$ cat src/rtl/mem_port_arbiter.sv
// Arbitrates the single main-memory port between I-cache fills and
// D-cache fills/writebacks, modelling fixed memory latency with a counter.
module mem_port_arbiter #(
    parameter int ADDR_W      = 32,
    parameter int LINE_W      = 128,
    parameter int MEM_LATENCY = 5,
    parameter int STARVE_MAX  = 4
) (
    input  logic              clk,
    input  logic              reset,
    input  logic              ic_req,
    input  logic [ADDR_W-1:0] ic_addr,
    input  logic              ic_flush,
    output logic              ic_ack,
    output logic [LINE_W-1:0] ic_rdata,
    input  logic              dc_req,
    input  logic [ADDR_W-1:0] dc_addr,
    input  logic              dc_wb_req,
    input  logic [ADDR_W-1:0] dc_wb_addr,
    input  logic [LINE_W-1:0] dc_wb_data,
    output logic              dc_ack,
    output logic              dc_wb_ack,
    output logic [LINE_W-1:0] dc_rdata,
    output logic [ADDR_W-1:0] mem_addr,
    output logic              mem_we,
    output logic [LINE_W-1:0] mem_wdata,
    input  logic [LINE_W-1:0] mem_rdata,
    output logic              mem_busy
);

    localparam logic [1:0] IDLE  = 2'd0;
    localparam logic [1:0] WB    = 2'd1;
    localparam logic [1:0] DFILL = 2'd2;
    localparam logic [1:0] IFILL = 2'd3;

    localparam int CW = (MEM_LATENCY > 1) ? $clog2(MEM_LATENCY) : 1;
    localparam int SW = (STARVE_MAX > 0) ? $clog2(STARVE_MAX + 1) : 1;
    localparam logic [CW-1:0] CNT_LOAD   = CW'(MEM_LATENCY - 1);
    localparam logic [SW-1:0] STARVE_TOP = SW'(STARVE_MAX);

    logic [1:0]        state;
    logic [CW-1:0]     cnt;
    logic [SW-1:0]     starve;
    logic              drop;
    logic [ADDR_W-1:0] addr_q;
    logic [LINE_W-1:0] wdata_q;

    logic ic_pend;
    logic ic_live;
    logic dc_live;
    logic wb_live;
    logic done;
    logic starved;
    logic chain_dc;
    logic d_grant;
    logic grant_wb;
    logic grant_dc;
    logic grant_ic;

    // A requester that is being acked this cycle is dropping its request.
    assign ic_pend  = ic_req && !ic_ack;
    assign ic_live  = ic_pend && !ic_flush;
    assign dc_live  = dc_req && !dc_ack;
    assign wb_live  = dc_wb_req && !dc_wb_ack;
    assign done     = (cnt == '0);
    assign starved  = (starve == STARVE_TOP);
    assign chain_dc = (state == WB) && done && dc_req;
    assign d_grant  = grant_wb || grant_dc || chain_dc;

    always_comb begin
        grant_wb = 1'b0;
        grant_dc = 1'b0;
        grant_ic = 1'b0;
        if (state == IDLE) begin
            if (ic_live && starved) begin
                grant_ic = 1'b1;
            end else if (wb_live) begin
                grant_wb = 1'b1;
            end else if (dc_live) begin
                grant_dc = 1'b1;
            end else if (ic_live) begin
                grant_ic = 1'b1;
            end
        end
    end

    always_ff @(posedge clk or negedge reset) begin
        if (!reset) begin
            state     <= IDLE;
            cnt       <= '0;
            starve    <= '0;
            drop      <= 1'b0;
            addr_q    <= '0;
            wdata_q   <= '0;
            ic_ack    <= 1'b0;
            dc_ack    <= 1'b0;
            dc_wb_ack <= 1'b0;
            ic_rdata  <= '0;
            dc_rdata  <= '0;
        end else begin
            ic_ack    <= 1'b0;
            dc_ack    <= 1'b0;
            dc_wb_ack <= 1'b0;
            case (state)
                IDLE: begin
                    if (grant_ic) begin
                        state  <= IFILL;
                        cnt    <= CNT_LOAD;
                        addr_q <= ic_addr;
                    end else if (grant_wb) begin
                        state   <= WB;
                        cnt     <= CNT_LOAD;
                        addr_q  <= dc_wb_addr;
                        wdata_q <= dc_wb_data;
                    end else if (grant_dc) begin
                        state  <= DFILL;
                        cnt    <= CNT_LOAD;
                        addr_q <= dc_addr;
                    end
                end
                WB: begin
                    if (done) begin
                        dc_wb_ack <= 1'b1;
                        if (dc_req) begin
                            state  <= DFILL;
                            cnt    <= CNT_LOAD;
                            addr_q <= dc_addr;
                        end else begin
                            state <= IDLE;
                        end
                    end else begin
                        cnt <= cnt - 1'b1;
                    end
                end
                DFILL: begin
                    if (done) begin
                        dc_rdata <= mem_rdata;
                        dc_ack   <= 1'b1;
                        state    <= IDLE;
                    end else begin
                        cnt <= cnt - 1'b1;
                    end
                end
                default: begin
                    // The port cannot abort, so a flushed fill runs to completion silently.
                    if (done) begin
                        ic_rdata <= mem_rdata;
                        ic_ack   <= !(drop || ic_flush);
                        drop     <= 1'b0;
                        state    <= IDLE;
                    end else begin
                        cnt <= cnt - 1'b1;
                        if (ic_flush) begin
                            drop <= 1'b1;
                        end
                    end
                end
            endcase

            if (!ic_pend || grant_ic) begin
                starve <= '0;
            end else if (d_grant && !starved) begin
                starve <= starve + 1'b1;
            end
        end
    end

    assign mem_addr  = addr_q;
    assign mem_wdata = wdata_q;
    assign mem_we    = (state == WB) && done;
    assign mem_busy  = (state != IDLE);

endmodule

$ cat config.mk
export PLATFORM = sky130hd
export DESIGN_NAME = mem_port_arbiter
export DESIGN_NICKNAME = d
export VERILOG_FILES = /design/src/rtl/mem_port_arbiter.sv
export SDC_FILE = /design/constraint.sdc
export NUM_CORES = 1
export LEC_CHECK = 0
export CAP_MARGIN = 20
export CORE_AREA = 5 5 299 301
export CTS_CLUSTER_DIAMETER = 40
export CTS_CLUSTER_SIZE = 8
export DETAILED_ROUTE_END_ITERATION = 12
export DIE_AREA = 0 0 304 306
export PLACE_DENSITY = 0.45
export SYNTH_ARGS = -nofsm -noshare
export SYNTH_HDL_FRONTEND = slang
export SYNTH_SLANG_ARGS = --single-unit
$ cat constraint.sdc
create_clock -name clk -period 3.78 [get_ports clk]
set_input_delay 0.756 -clock clk [delete_from_list [all_inputs] [get_ports clk]]
set_output_delay 0.756 -clock clk [all_outputs]
set_load 0.01 [all_outputs]
==> impl_metrics.py, run 1 <==
metrics = {
    "clock_tree": {
        "path_clk_slew_ps": 40,
        "clockRootBuffer": "clkbuf_16",
        "clock_path_buffers": 3,
        "ctsHoldBuffers": 0,
        "cts_buffers": 91,
        "clk_latency_ps": 630,
        "cts-htree-levels": 3,
        "cts_setup_buffers": 0,
        "cts_resized": 0,
        "cts_tree": "yes",
        "cts.sinks": 428,
    },
    "floorplanning": {
        "dieHeight_um": 306,
        "dieWidth_um": 304,
        "fp.coreArea_um2": 86300,
        "io_pins": 779,
        "fp.dieArea_um2": 93000,
        "placementRows": 108,
        "start_util": 0.190,
    },
    "synthesis": {
        "seq_area_frac_synth": 0.651,
        "async_reset_ff_frac": 1.00,
        "synth_edf_count": 0,
        "synth_area_leaders": "dfrtp_1 65%, mux2_2 17%, nand2_1 9.0%, a222oi_1 1.9%, buf_2 1.9%",
        "avgSynthCellArea_um2": 12.6,
        "synth_nets": 1665,
        "synthFlopType": "dfrtp_1",
        "synth_largest_area_cell": "dfrtp_1",
        "mappedNetlistArea_um2": 16400,
        "syn_inst": 1303,
        "synthDominantCellAreaShare": 0.651,
        "synth.distinct_cells": 41,
        "synth_seq_cells": 428,
        "ys_warn_count": 0,
    },
    "hold_path": {
        "worstHoldPathType": "input port to asynchronous set/reset pin",
    },
    "timing": {
        "finalSetupViolations": 0,
        "finalClockSkew_ps": 30.0,
        "holdWs_ps": 140,
        "rsz0062_at_grt": "no",
        "fin_crit_ps": 3280,
        "drv_slew": 0,
        "report.final.hold_viol_count": 0,
        "fin_crit_sh": 0.867,
        "slew-limit-headroom": 0.350,
        "max_freq_mhz": 305,
        "tightest_slew_ps": 975,
        "timing.setup.tns_ps": 0,
    },
    "finish": {
        "drive_gt1_frac": 0.201,
        "layout_commonest_cell": "clkdlybuf4s50_1",
        "multi_input_area_um2": 5360,
        "nets": 2497,
        "syn_to_final_growth_pct": 75.9,
        "seq_area_um2": 10700,
        "final_cell_mix": "777 x clkdlybuf4s50_1, 428 x dfrtp_1, 394 x nand2_1",
        "fill_cells": 8626,
    },
    "global_route": {
        "globalRouteTotalUtil": 0.135,
        "first_global_vias": 14856,
        "grt_pass1_wl_mm": 97.1,
        "antenna_found_initial": 10,
        "grt_max_degree": 82,
        "overflow": 0,
    },
    "critical_path": {
        "required_ps": 3020,
        "endpoint_kind": "output pin",
        "critPathLaunchType": "register",
        "path_max_fanout": 6,
        "critPathKind": "register to output pin",
        "cp.arrival_ps": 2520,
    },
    "route": {
        "via_per_inst": 3.95,
        "drtIter0Drc": 616,
        "wl_met3_mm": 7.18,
        "post_drt_wl_per_cell_um": 19.4,
        "dr.pass1.iters": 9,
        "wl_mm": 65.2,
        "dr_total_vias": 13296,
        "drc": 0,
        "met2_length_mm": 32.2,
        "ant_nets": 0,
        "top_layer": "met5",
        "wl_met1_mm": 23.7,
    },
    "run": {
        "cap_viol_max_count": 0,
    },
    "placement": {
        "portBuffers": 778,
        "globalplace.congestion": 0.818,
        "dp_hpwl_mm": 48.8,
    },
    "pwr": {
        "leakage_nw": 12.4,
        "powerDensity_nw_per_um2": 920,
        "ir_drop_mv": 0.409,
        "total_power_mw": 26.6,
    },
    "status": {
        "status": "finished, final reports clean",
    },
}
## state kept, by name, summed over array words and instances (netlist names), 2 cells and up
| register | count |
|---|---|
| state | 2 |
| mem_addr | 32 |
| ic_rdata | 128 |
| cnt | 3 |
| dc_rdata | 128 |
| starve | 3 |
| mem_wdata | 128 |
## through the flow
stage / util / std cells / setup WS [ps] / instance area, um2
global route: 0.335 / 3361 / 345 / 28900
CTS: 0.335 / 3359 / 451 / 28900
floorplan: - / 1303 / 1670 / 16400
finish: 0.335 / 3364 / 502 / 28900
global placement: 0.298 / 3197 / 719 / 25800
detailed placement: 0.298 / 3197 / 614 / 25800
## cell type report
type / count / share of cell area
Clock inverter: 33 / 0.0171
Antenna cell: 5 / 0.000433
Clock buffer: 129 / 0.0914
Timing Repair Buffer: 814 / 0.284
Inverter: 8 / 0.00104
Sequential cell: 428 / 0.370
Tap cell: 1155 / 0.0500
Multi-Input combinational cell: 792 / 0.185
## layer usage
layer,vias up,track usage
met3,135,0.0674
met1,6445,0.142
met2,600,0.235
li1,6106,-
met4,10,0.0514
met5,-,0
## path summary, 6_finish.rpt
path / from / endpoint / slack (ps) / depth (start not counted)
min in group clk: drop$_DFFE_PN0P_ / ic_ack$_DFF_PN0_ / 420 / 1
hold / removal: reset / mem_wdata[33]$_DFFE_PN0P_ / 140 / 1
setup / recovery: cnt[0]$_DFFE_PN0P_ / mem_we / 500 / 5
setup reg to reg: state[0]$_DFFE_PN0P_ / mem_addr[5]$_DFFE_PN0P_ / 1100 / 7
hold reg to reg: drop$_DFFE_PN0P_ / ic_ack$_DFF_PN0_ / 420 / 1
max in group asynchronous: reset / ic_rdata[7]$_DFFE_PN0P_ / 2600 / 2
## critical path: stages (launching register included)
cell and delay [ps]:
dfrtp_1 380, inv_1 90, ha_1 230, nand2b_4 110
nor3b_1 450, clkdlybuf4s50_1 670
## where the power goes
| group | switching [mW] | internal (mW) | leakage (nW) |
|---|---|---|---|
| sequential | 1.25 | 6.86 | 5.15 |
| clock | 2.59 | 5.45 | 1.53 |
| combinational | 4.50 | 5.95 | 5.72 |
| total | 8.34 | 18.3 | 12.4 |
## synthesized netlist by cell type, drive strengths merged, types with 2 or more instances
cell type / n
a222oi: 31
mux2: 256
a21oi: 34
nor2: 38
nor3b: 2
buf: 65
o21ai: 6
nand2: 394
nor2b: 2
nor3: 3
ha: 4
nand2b: 3
clkbuf: 10
a31oi: 3
dfrtp: 428
inv: 8
nand3: 2
a22o: 2
## cell families (layout without fill, tap and decap cells)
logic type,count (synthesis),in the layout,synth area share
other cells,0,5,0
compound gates,83,83,0.0377
xor+xnor,2,2,0.00107
simple gates,446,446,0.106
flops,428,428,0.651
buf+inv,83,984,0.0252
mux,257,257,0.176
fa+ha+maj,4,4,0.00304
(Power assumes the default switching activity.)
==> run 2: changes to the inputs <==
--- a/config.mk
+++ b/config.mk
@@ -11,7 +11,8 @@
 export CTS_CLUSTER_SIZE = 8
 export DETAILED_ROUTE_END_ITERATION = 12
 export DIE_AREA = 0 0 304 306
-export PLACE_DENSITY = 0.45
+export PLACE_DENSITY = 0.42
+export REMOVE_ABC_BUFFERS = 1
 export SYNTH_ARGS = -nofsm -noshare
 export SYNTH_HDL_FRONTEND = slang
 export SYNTH_SLANG_ARGS = --single-unit
==> run 2 against run 1 <==
Effect of this change: hold slack improved by 0.50 ps; flip-flop and latch count did not move; cell count rose by 0.33%; power rose by 1.7%; combinational power barely moved; fmax fell by 1.9%; clock power rose by 3.6%; utilization rose by 0.12 points; die area did not move; largest power group unchanged; non-clock buffer count fell by 4; critical endpoint unchanged; clock skew fell by 3.4 ps.
==> impl_metrics.py, run 2 (same netlist as run 1, synthesis figures left out) <==
metrics = {
    "status": {
        "status": "finished, final reports clean",
    },
    "pwr": {
        "powerDensity_nw_per_um2": 932,
        "ir_drop_mv": 0.431,
        "leakage_nw": 12.4,
    },
    "clock_tree": {
        "clk_latency_ps": 640,
        "clock_path_buffers": 3,
        "cts_resized": 0,
        "cts_tree": "yes",
        "path_clk_slew_ps": 40,
        "clockRootBuffer": "clkbuf_16",
        "cts_setup_buffers": 0,
        "cts-htree-levels": 3,
        "ctsHoldBuffers": 0,
        "cts_buffers": 96,
        "cts.sinks": 428,
    },
    "critical_path": {
        "cp-startpoint": "cnt[0]$_DFFE_PN0P_",
        "r2r_cells": 8,
        "critPathKind": "register to output pin",
        "path_cells": "inv_1 > ha_1 > nand2b_4 > nor3b_1 > clkdlybuf4s50_1",
        "critPathSlowestCell": "clkdlybuf4s50_1",
        "required_ps": 3020,
        "critical_path.endpoint": "mem_we",
        "r2r_slack_ps": 1190,
        "timing.rr.end": "mem_wdata[96]$_DFFE_PN0P_",
        "endpoint_kind": "output pin",
        "critPathMaxStageDelay_ps": 700,
        "cp.arrival_ps": 2590,
        "path_max_fanout": 6,
        "critPathLaunchType": "register",
        "r2r-start": "state[0]$_DFFE_PN0P_",
    },
    "timing": {
        "drv_slew": 0,
        "holdWs_ps": 141,
        "report.final.hold_viol_count": 0,
        "fin_crit_sh": 0.884,
        "rsz0062_at_grt": "no",
        "tightest_slew_ps": 1110,
        "fin_crit_ps": 3340,
        "finalSetupViolations": 0,
        "max_freq_mhz": 299,
        "finalClockSkew_ps": 26.6,
        "slew-limit-headroom": 0.261,
    },
    "global_route": {
        "grt_max_degree": 130,
        "grt_pass1_wl_mm": 103,
        "first_global_vias": 14708,
        "overflow": 0,
        "globalRouteTotalUtil": 0.147,
        "antenna_found_initial": 10,
    },
    "route": {
        "dr_total_vias": 13266,
        "drtIter0Drc": 669,
        "ant_nets": 0,
        "drc": 0,
        "dr.pass1.iters": 6,
        "post_drt_wl_per_cell_um": 21.0,
        "via_per_inst": 3.93,
        "wl_mm": 70.9,
    },
    "finish": {
        "drive_gt1_frac": 0.202,
        "layout_commonest_cell": "clkdlybuf4s50_1",
        "final_cell_mix": "777 x clkdlybuf4s50_1, 428 x dfrtp_1, 394 x nand2_1",
        "final_util": 0.336,
        "seq_area_um2": 10700,
        "multi_input_area_um2": 5360,
        "nets": 2498,
        "stdcell_area_um2": 29000,
        "syn_to_final_growth_pct": 76.5,
        "fill_cells": 8580,
    },
    "floorplanning": {
        "io_pins": 779,
        "fp.coreArea_um2": 86300,
        "fp.dieArea_um2": 93000,
        "placementRows": 108,
        "start_util": 0.190,
        "dieHeight_um": 306,
        "dieWidth_um": 304,
    },
    "placement": {
        "portBuffers": 778,
        "placed_area_um2": 25700,
        "dp_hpwl_mm": 53.4,
        "globalplace.congestion": 0.848,
    },
    "run": {
        "cap_viol_max_count": 0,
    },
    "hold_path": {
        "worstHoldPathType": "input port to asynchronous set/reset pin",
    },
}
## run 2: cell types whose count changed in the layout (fill, tap and decap cells not counted), sizes merged
| cell | change |
|---|---|
| clkbuf | +10 |
| clkinvlp | +2 |
| diode | +5 |
| clkinv | -2 |
| buf | -4 |
## run 2: through the flow
| step | total power, mW | std cells | TNS [ps] | setup WS, ps |
|---|---|---|---|---|
| floorplan | 12.3 | 1228 | -769570 | -2670 |
| global placement | 18.9 | 3193 | 0 | 773 |
| detailed placement | 19.0 | 3193 | 0 | 737 |
| CTS | 27.6 | 3365 | 0 | 316 |
| global route | 28.5 | 3375 | 0 | 177 |
| finish | 27.0 | 3375 | 0 | 438 |
## run 2: worst max-delay path, delay by kind of cell, from the launching register on
family                   cells  cell delay, ps
AND/OR/NAND/NOR              2             560
flip-flops                   1             380
adder cells (fa/ha/maj)      1             230
buffers and inverters        2             790
## run 2: how the worst min path moves through the flow
stage,end,startpoint,depth (start not counted)
floorplan,ic_ack$_DFF_PN0_,drop$_DFFE_PN0P_,1
global placement,ic_ack$_DFF_PN0_,drop$_DFFE_PN0P_,1
detailed placement,ic_ack$_DFF_PN0_,drop$_DFFE_PN0P_,1
CTS,dc_rdata[49]$_DFFE_PN0P_,reset,1
global route,dc_rdata[49]$_DFFE_PN0P_,reset,1
finish,dc_rdata[68]$_DFFE_PN0P_,reset,1
## run 2: layer usage
layer / global-route usage / share of wire / routed length [um] / vias up
met4: 0.0643 / 0.036 / 2540 / 0
met1: 0.153 / 0.36 / 25700 / 6540
met3: 0.0526 / 0.073 / 5210 / 135
met2: 0.266 / 0.53 / 37500 / 481
li1: - / - / - / 6110
met5: 0 / 0 / 0 / -
## run 2: final cells by class
class / instances / area share
Sequential cell: 428 / 0.369
Timing Repair Buffer: 810 / 0.282
Multi-Input combinational cell: 792 / 0.185
Clock buffer: 139 / 0.0979
Tap cell: 1155 / 0.0498
Clock inverter: 33 / 0.0145
Inverter: 8 / 0.00104
Antenna cell: 10 / 0.000863
## run 2: power by group
group | leakage, nW | switching, mW | internal [mW]
registers | 5.15 | 1.25 | 6.86
clock network | 1.59 | 2.58 | 5.74
logic | 5.70 | 4.64 | 5.96
total | 12.4 | 8.48 | 18.6
